File: config.mk
export PLATFORM = sky130hd
export DESIGN_NAME = rwl_sched
export DESIGN_NICKNAME = d
export VERILOG_FILES = /design/src/rtl/cim_pkg.sv /design/src/rtl/rwl_grp_cnt.sv /design/src/rtl/rwl_sched.sv
export SDC_FILE = /design/constraint.sdc
export NUM_CORES = 1
export LEC_CHECK = 0
export CAP_MARGIN = 40
export CELL_PAD_IN_SITES_DETAIL_PLACEMENT = 0
export CELL_PAD_IN_SITES_GLOBAL_PLACEMENT = 1
export CORE_ASPECT_RATIO = 1.75
export CORE_UTILIZATION = 28
export CTS_BUF_LIST = sky130_fd_sc_hd__clkbuf_4 sky130_fd_sc_hd__clkbuf_8 sky130_fd_sc_hd__clkbuf_16
export DETAILED_ROUTE_END_ITERATION = 8
export PLACE_DENSITY_LB_ADDON = 0.1
export RECOVER_POWER = 25
export SETUP_SLACK_MARGIN = 0.15
export SLEW_MARGIN = 15
export SYNTH_ARGS = -nofsm -noshare
export SYNTH_HDL_FRONTEND = slang
export SYNTH_SLANG_ARGS = --single-unit
File: constraint.sdc
create_clock -name clk -period 1.99 [get_ports clk]
set_input_delay 0.398 -clock clk [delete_from_list [all_inputs] [get_ports clk]]
set_output_delay 0.398 -clock clk [all_outputs]
set_load 0.01 [all_outputs]
File: src/rtl/cim_pkg.sv
// Shared definitions for the CIM macro read word line path: scheduler states,
// group-count derivations and default widths used by driver, scheduler and accumulator.
package cim_pkg;

    localparam int unsigned InputWidthDef = 144;
    localparam int unsigned GroupSizeDef  = 12;
    localparam int unsigned SelWidthDef   = 4;

    typedef enum logic [1:0] {
        StIdle = 2'd0,
        StRun  = 2'd1,
        StDone = 2'd2
    } sched_state_e;

    function automatic int unsigned num_groups(input int unsigned input_width,
                                               input int unsigned group_size);
        return input_width / group_size;
    endfunction

    // All-ones select is out of range, so the driver emits all-zero rows.
    function automatic int unsigned sel_idle(input int unsigned sel_width);
        return (32'd1 << sel_width) - 32'd1;
    endfunction

endpackage

File: src/rtl/rwl_grp_cnt.sv
// Group counter for the read word line driver: loads to 0, steps once per inc,
// and parks at the idle select. first/last are registered alongside sel.
module rwl_grp_cnt
    import cim_pkg::*;
#(
    parameter int unsigned SEL_WIDTH  = SelWidthDef,
    parameter int unsigned NUM_GROUPS = 12
) (
    input  logic                 clk,
    input  logic                 rst_n,
    input  logic                 load,
    input  logic                 inc,
    input  logic                 park,
    output logic [SEL_WIDTH-1:0] sel,
    output logic                 first,
    output logic                 last
);

    localparam logic [SEL_WIDTH-1:0] SelIdle = SEL_WIDTH'(sel_idle(SEL_WIDTH));
    localparam logic [SEL_WIDTH-1:0] LastSel = SEL_WIDTH'(NUM_GROUPS - 1);

    logic [SEL_WIDTH-1:0] sel_q, sel_d, sel_inc;
    logic                 first_q, first_d;
    logic                 last_q, last_d;

    always_comb begin
        sel_inc = sel_q + SEL_WIDTH'(1);
        sel_d   = sel_q;
        first_d = first_q;
        last_d  = last_q;
        // park wins so an abort or completion can never leave a live select
        if (park) begin
            sel_d   = SelIdle;
            first_d = 1'b0;
            last_d  = 1'b0;
        end else if (load) begin
            sel_d   = '0;
            first_d = 1'b1;
            last_d  = (LastSel == '0);
        end else if (inc) begin
            sel_d   = sel_inc;
            first_d = 1'b0;
            last_d  = (sel_inc == LastSel);
        end
    end

    always_ff @(posedge clk or negedge rst_n) begin
        if (!rst_n) begin
            sel_q   <= SelIdle;
            first_q <= 1'b0;
            last_q  <= 1'b0;
        end else begin
            sel_q   <= sel_d;
            first_q <= first_d;
            last_q  <= last_d;
        end
    end

    assign sel   = sel_q;
    assign first = first_q;
    assign last  = last_q;

endmodule

File: src/rtl/rwl_sched.sv
// Read word line sequencer for one CIM macro: registers the input vector, walks the
// group select, frames the accumulator and owns the ping/pong MAC row flag.
module rwl_sched
    import cim_pkg::*;
#(
    parameter int unsigned INPUT_WIDTH = InputWidthDef,
    parameter int unsigned GROUP_SIZE  = GroupSizeDef,
    parameter int unsigned SEL_WIDTH   = SelWidthDef
) (
    input  logic                   clk,
    input  logic                   rst_n,
    input  logic                   in_valid,
    input  logic [INPUT_WIDTH-1:0] in_data,
    output logic                   in_ready,
    input  logic                   swap_req,
    input  logic                   abort,
    output logic [INPUT_WIDTH-1:0] xin,
    output logic [SEL_WIDTH-1:0]   sel,
    output logic                   mac_on_pong_row,
    output logic                   mac_en,
    output logic                   acc_clr,
    output logic                   acc_last,
    output logic                   done,
    output logic                   swap_ack,
    output logic                   busy
);

    localparam int unsigned NumGroups = num_groups(INPUT_WIDTH, GROUP_SIZE);

    if ((32'd1 << SEL_WIDTH) <= NumGroups) begin : g_sel_width_check
        $error("rwl_sched: SEL_WIDTH too small to hold the idle select");
    end

    sched_state_e           state_q, state_d;
    logic [INPUT_WIDTH-1:0] xin_q, xin_d;
    logic                   pong_q, pong_d;
    logic                   swap_pend_q, swap_pend_d;
    logic                   mac_en_q, mac_en_d;
    logic                   done_q, done_d;
    logic                   swap_ack_q, swap_ack_d;

    logic cnt_load, cnt_inc, cnt_park;
    logic cnt_first, cnt_last;
    logic swap_pend_eff;
    logic toggle;

    rwl_grp_cnt #(
        .SEL_WIDTH (SEL_WIDTH),
        .NUM_GROUPS(NumGroups)
    ) u_grp_cnt (
        .clk  (clk),
        .rst_n(rst_n),
        .load (cnt_load),
        .inc  (cnt_inc),
        .park (cnt_park),
        .sel  (sel),
        .first(cnt_first),
        .last (cnt_last)
    );

    always_comb begin
        state_d       = state_q;
        xin_d         = xin_q;
        pong_d        = pong_q;
        swap_pend_d   = swap_pend_q;
        mac_en_d      = 1'b0;
        done_d        = 1'b0;
        swap_ack_d    = 1'b0;
        cnt_load      = 1'b0;
        cnt_inc       = 1'b0;
        cnt_park      = 1'b0;
        toggle        = 1'b0;
        // A request arriving on the same edge as a pending one still yields one toggle.
        swap_pend_eff = swap_pend_q | swap_req;

        case (state_q)
            StIdle: begin
                toggle = swap_req;
                if (in_valid) begin
                    xin_d    = in_data;
                    cnt_load = 1'b1;
                    mac_en_d = 1'b1;
                    state_d  = StRun;
                end
            end
            StRun: begin
                if (abort) begin
                    cnt_park    = 1'b1;
                    state_d     = StIdle;
                    toggle      = swap_pend_eff;
                    swap_pend_d = 1'b0;
                end else if (cnt_last) begin
                    cnt_park    = 1'b1;
                    state_d     = StDone;
                    done_d      = 1'b1;
                    swap_pend_d = swap_pend_eff;
                end else begin
                    cnt_inc     = 1'b1;
                    mac_en_d    = 1'b1;
                    swap_pend_d = swap_pend_eff;
                end
            end
            StDone: begin
                state_d     = StIdle;
                toggle      = swap_pend_eff;
                swap_pend_d = 1'b0;
            end
            default: begin
                state_d  = StIdle;
                cnt_park = 1'b1;
            end
        endcase

        if (toggle) begin
            pong_d     = ~pong_q;
            swap_ack_d = 1'b1;
        end
    end

    always_ff @(posedge clk or negedge rst_n) begin
        if (!rst_n) begin
            state_q     <= StIdle;
            xin_q       <= '0;
            pong_q      <= 1'b0;
            swap_pend_q <= 1'b0;
            mac_en_q    <= 1'b0;
            done_q      <= 1'b0;
            swap_ack_q  <= 1'b0;
        end else begin
            state_q     <= state_d;
            xin_q       <= xin_d;
            pong_q      <= pong_d;
            swap_pend_q <= swap_pend_d;
            mac_en_q    <= mac_en_d;
            done_q      <= done_d;
            swap_ack_q  <= swap_ack_d;
        end
    end

    assign xin             = xin_q;
    assign mac_on_pong_row = pong_q;
    assign mac_en          = mac_en_q;
    assign acc_clr         = cnt_first;
    assign acc_last        = cnt_last;
    assign done            = done_q;
    assign swap_ack        = swap_ack_q;
    assign in_ready        = (state_q == StIdle);
    assign busy            = ~in_ready;

endmodule

==> results of run 1 <==
-- worst min-delay path: cells and delay by family, from the launching register on --
family | cells | cell delay (ns)
flops | 1 | 0.34
simple gates | 2 | 0.10
-- cells by family after synthesis --
| logic type | count (synthesis) |
|---|---|
| DFF | 157 |
| and+or+nand+nor | 448 |
| adders and majority gates | 7 |
| muxes | 1 |
| buffers and inverters | 39 |
| xor gates and xnor gates | 5 |
| AOI/OAI and AO/OA | 15 |
-- cells in the mapped netlist (all sizes together), types with 2 or more instances --
cell / number / share of area, %
xnor2: 4 / 0.58
dfstp: 4 / 1.7
dfrtp: 153 / 63
inv: 5 / 0.31
o21a: 2 / 0.25
nor2: 3 / 0.19
nand2: 434 / 27
buf: 14 / 1.2
a21oi: 5 / 0.41
and2: 2 / 0.21
clkbuf: 20 / 1.2
ha: 7 / 1.4
o21ai: 3 / 0.25
nand3: 2 / 0.17
nor3: 2 / 0.17
-- flip-flops by register name, indices dropped and copies added (netlist names) --
signal,flops
done,1
mac_en,1
mac_on_pong_row,1
state_q,2
swap_ack,1
swap_pend_q,1
u_grp_cnt.first,1
u_grp_cnt.last,1
u_grp_cnt.sel,4
xin,144
-- worst max path at each step --
stage	from	cells after the start	slack [ns]	end
2_1_floorplan	state_q[1]	6	0.22	u_grp_cnt.sel[3]
3_3_place_gp	abort	4	0.13	u_grp_cnt.sel[3]
3_5_place_dp	in_valid	5	0.15	u_grp_cnt.first
4_1_cts	state_q[0]	4	0.15	busy
5_1_grt	rst_n	3	0.11	xin[80]
6_report	xin[18]	1	0.22	xin[18]
-- power by group --
group / internal, mW / leakage (nW) / switching [mW] / total (mW)
combinational: 3.73 / 2.77 / 3.24 / 6.97
sequential: 4.73 / 1.93 / 0.813 / 5.55
clock: 2.01 / 0.297 / 1.28 / 3.29
-- cell type report --
class                   count  area [um2]  area share [%]
diodes                      3        7.51          0.0738
repair buffers            326        3320            32.6
well taps                 252         315            3.10
flip-flops and latches    157        3940            38.7
inverters                   5        18.8           0.185
multi-input cells         476        1980            19.4
clock inverters             4        50.0           0.492
clock buffers              28         552            5.43
-- through the flow --
step	worst slack, ns	hold slack, ns	instance area [um2]
global route	0.110	0.473	10200
finish	0.219	0.471	10200
global placement	0.131	0.346	9510
CTS	0.152	0.460	10100
detailed placement	0.151	0.343	9510
floorplan	0.216	0.102	6050
-- metal layers --
| layer | part of all wire (%) | up-vias |
|---|---|---|
| li1 | - | 2660 |
| met1 | 38 | 2465 |
| met2 | 52 | 193 |
| met3 | 7.7 | 25 |
| met4 | 2.3 | 0 |
| met5 | 0 | - |
-- repair_timing --
action | CTS | global route
pin swaps | 0 | 1
endpoints found under the hold margin | 32 | 0
setup endpoints to repair | 7 | 2
hold buffers | 1 | 0
buffers inserted | 2 | 4
resized for setup | 11 | 2
==> metrics, run 1 <==
Layout fillers=approximately 2,100; CTS Root Cell=clkbuf_16; placed insts=between 1,000 and 1,500; Routed WL=19,700 um; HPWL Detailed=between 10,000 and 15,000 um; max_slew headroom=28.8%; period utilisation layout=around nine tenths; Worst Hold Class=register to register; min Tclk post-route=between 1.5 and 2 ns; WL per Instance=~16 um; Core Area=about 21,000 um2; fin cells=about 1,300; Largest stage delay, worst path=0.61 ns; Critical Path AT=roughly 1.4 ns; drt pass-1 iters=4; Synthesized Nets=~830; die height=slightly below 200 um; die area=about 22,000 um2; Reg-to-Reg End=u_grp_cnt.sel[3]; CTS Buffer Depth=2; Synth Area in Adders=under 10%; vias in the first global route=about 5,500; Setup CP Type=register to output port; power density cells=1550 nW/um2; post-route ant nets=0; worst path bufs/invs=1; FF-to-FF setup slack=between 0.2 and 0.3 ns; total congestion overflow=0; Netlist cell types=29; P_leak=between 4 and 5 nW; main combinational cell family by area after synthesis=simple AND/OR/NAND/NOR gates; post-synthesis mux area share=less than 1%; post-synthesis simple-gate area fraction=between 20 and 30%; initial antenna violation count=3; Final Hold Vio Count=0; critical path's slowest cell=clkdlybuf4s50_1; commonest non-fill, non-tap cell in the layout=nand2_1; setup TNS=0 ns; CTS sink cnt=approximately 160; complex-gate fraction of the synthesized area=about 1.6%; clk_skew=roughly 0.0057 ns; DRC=0; CP Launch Type=register; Critical Path Sink Type=output port; total power=between 15 and 20 mW; crit-path cells=clkdlybuf4s50_1; RSZ-0062 raised after global routing=no; Post-synth ARST share=between 90% and 100%; DR vias=roughly 5,300; Layout area overhead=68.0%; DR vias/cell=between 4 and 5; Achievable Freq=0.565 GHz; die width=~110 um; final setup fails=0; Ys Warns=0; GR Util met3=~6.8%; most frequent cells in the layout=433 x nand2_1, 296 x clkdlybuf4s50_1, 152 x dfrtp_1; Synth Flop Type=dfrtp_1; Worst R2R Start=state_q[1]; RePlAce Congestion=about 0.75; Total GRT Usage=approximately 18%; worst path required time=around 1.6 ns; Max rail drop VDD=0.625 mV; global-route wire length before repair=slightly above 30,000 um; Seq cells post-synth=roughly 160; crit-path leading delay family=buffers and inverters; Starting DRT DRC Count=roughly 170; reg2reg path depth=6; clock slew at reported path FFs=0.06 ns; share of cells above drive strength 1=around 6.5%; IO Pins=305; grt peak-use layer=met2; synthesized cell area=~6100 um2; hold endpoint=xin[109]; GR Layer Usage met1=about 20%; post-synthesis cell count=672; # Max-Cap Violations=0; worst-margin pin slew=around 1.1 ns; CTS tree=done; H-tree Lvls=4; Initial Utilization=28.8%; XOR/XNOR Fraction of Synth Area=less than 1%; cell row count=70; register area share after synthesis=approximately two thirds; Final nets=1,139; largest net degree at the start of global routing=75; Cells on Worst Hold Path=2; Post-synth EDFFs=0; M2 GR Usage=roughly a third; status=completed; crit path max fanout=2; Final Util=approximately half; Hold Startpoint=xin[109]; Clk Latency, worst-skew pair=0.43 ns; number of port buffers=304; syn_area_per_cell=between 9 and 10 um2; Slew Limit Fails=0; Num CTS Buffers=17
No activity file was read; power rests on OpenSTA's default activity.
==> run 2, diff against run 1 <==
--- a/config.mk
+++ b/config.mk
@@ -15,6 +15,7 @@
 export PLACE_DENSITY_LB_ADDON = 0.1
 export RECOVER_POWER = 25
 export SETUP_SLACK_MARGIN = 0.15
+export SKIP_CTS_REPAIR_TIMING = 1
 export SLEW_MARGIN = 15
 export SYNTH_ARGS = -nofsm -noshare
 export SYNTH_HDL_FRONTEND = slang
==> metrics, run 2 (same netlist as run 1, synthesis figures left out) <==
RePlAce Congestion=0.750 (unchanged); power density cells=1550 nW/um2 (about the same); crit-path leading delay family=buffers and inverters (unchanged); Max rail drop VDD=0.625 mV (about the same); initial antenna violation count=3 (unchanged); Worst Hold Class=register to register (unchanged); clock slew at reported path FFs=0.06 ns (about the same); final setup fails=0 (unchanged); status=completed (unchanged); cell row count=70 (unchanged); die area=22,200 um2 (unchanged); worst-margin pin slew=1.08 ns (was 1.07 ns); DRC=0 (unchanged); post-route ant nets=0 (unchanged); total power=15.8 mW (about the same); Final nets=1,136 (was 1,139); die height=197 um (unchanged); Num CTS Buffers=17 (unchanged); IO Pins=305 (unchanged); CTS tree=done (unchanged); # Max-Cap Violations=0 (unchanged); CTS Buffer Depth=2 (unchanged); worst path bufs/invs=1 (unchanged); crit-path cells=clkdlybuf4s50_1 (unchanged); H-tree Lvls=4 (unchanged); P_leak=5.03 nW (was 4.99 nW); worst path required time=1.59 ns (about the same); Layout fillers=2,074 (was 2,076); area of the multi-input gates=1980 um2 (unchanged); total congestion overflow=0 (unchanged); Sequential Area=3940 um2 (about the same); DR vias=5,351 (was 5,343); Routed WL=19,700 um (about the same); crit path max fanout=2 (unchanged); commonest non-fill, non-tap cell in the layout=nand2_1 (unchanged); CP Launch Type=register (unchanged); most frequent cells in the layout=433 x nand2_1, 296 x clkdlybuf4s50_1, 151 x dfrtp_1 (was 433 x nand2_1, 296 x clkdlybuf4s50_1, 152 x dfrtp_1); Total GRT Usage=18.4% (about the same); HPWL Detailed=13,900 um (unchanged); fin cells=1,248 (was 1,251); Largest stage delay, worst path=0.61 ns (about the same); Layout area overhead=68.0% (unchanged); max_slew headroom=28.3% (was 28.8%); RSZ-0062 raised after global routing=no (unchanged); global-route wire length before repair=30,700 um (was 30,800 um); min Tclk post-route=1.78 ns (was 1.77 ns); placed insts=1,209 (unchanged); largest net degree at the start of global routing=75 (unchanged); critical path's slowest cell=clkdlybuf4s50_1 (unchanged); vias in the first global route=5,490 (was 5,495); Critical Path Sink Type=output port (unchanged); WL per Instance=15.8 um (was 15.7 um); Core Area=21,000 um2 (unchanged); Initial Utilization=28.8% (unchanged); drt pass-1 iters=4 (unchanged); Starting DRT DRC Count=173 (was 169); CTS Root Cell=clkbuf_16 (unchanged); DR vias/cell=4.29 (was 4.27); CTS sink cnt=157 (unchanged); Setup CP Type=register to output port (unchanged); Clk Latency, worst-skew pair=0.43 ns (about the same); Achievable Freq=0.563 GHz (was 0.565 GHz); share of cells above drive strength 1=6.24% (was 6.53%); Final Hold Vio Count=0 (unchanged); Largest register FFs=144 (unchanged); period utilisation layout=89.3% (was 89.0%); Slew Limit Fails=0 (unchanged); Critical Path AT=1.38 ns (was 1.37 ns); die width=113 um (unchanged); clk_skew=0.00535 ns (was 0.00567 ns); FF-to-FF setup slack=0.28 ns (was 0.26 ns); Hold Slack=0.472 ns (was 0.471 ns); number of port buffers=304 (unchanged)
==> run 2: final cells by class <==
cell class              count  share of cell area [%]
clock buffers              28                    5.43
repair buffers            323                    32.6
clock inverters             4                   0.492
flip-flops and latches    157                    38.7
diodes                      3                  0.0738
inverters                   5                   0.185
multi-input cells         476                    19.4
well taps                 252                    3.10
==> run 2: through the flow <==
stage | setup WS (ns) | cell area (um2) | TNS (ns) | util, %
final | 0.212 | 10200 | 0 | 48.4
after global routing | 0.109 | 10200 | 0 | 48.4
after CTS | -0.295 | 10100 | -0.589 | 48.1
after detailed placement | 0.151 | 9510 | 0 | 45.3
after global placement | 0.131 | 9510 | 0 | 45.3
after floorplan | 0.216 | 6050 | 0 | -
==> run 2: final timing paths <==
kind | from | endpoint | cells after the start
worst min-delay path | xin[115] | xin[115] | 2
max in group asynchronous | rst_n | xin[44] | 3
worst max register to register | state_q[1] | u_grp_cnt.sel[3] | 5
worst min register to register | xin[115] | xin[115] | 2
min in group asynchronous | rst_n | xin[87] | 2
worst max-delay path | xin[18] | xin[18] | 1
==> run 2: report_power, final <==
part	total (mW)	leakage [nW]	switching, mW	internal, mW
clock	3.29	0.297	1.28	2.01
sequential	5.55	1.93	0.813	4.74
combinational	6.97	2.80	3.23	3.73
total	15.8	5.03	5.33	10.5
==> run 2: layer usage <==
metal / vias to the layer above / GRT usage [%] / wire length, um
met1: 2472 / 19.8 / 7400
met5: - / 0 / 0
li1: 2657 / - / -
met3: 25 / 6.86 / 1530
met4: 0 / 7.41 / 415
met2: 197 / 32.1 / 10300
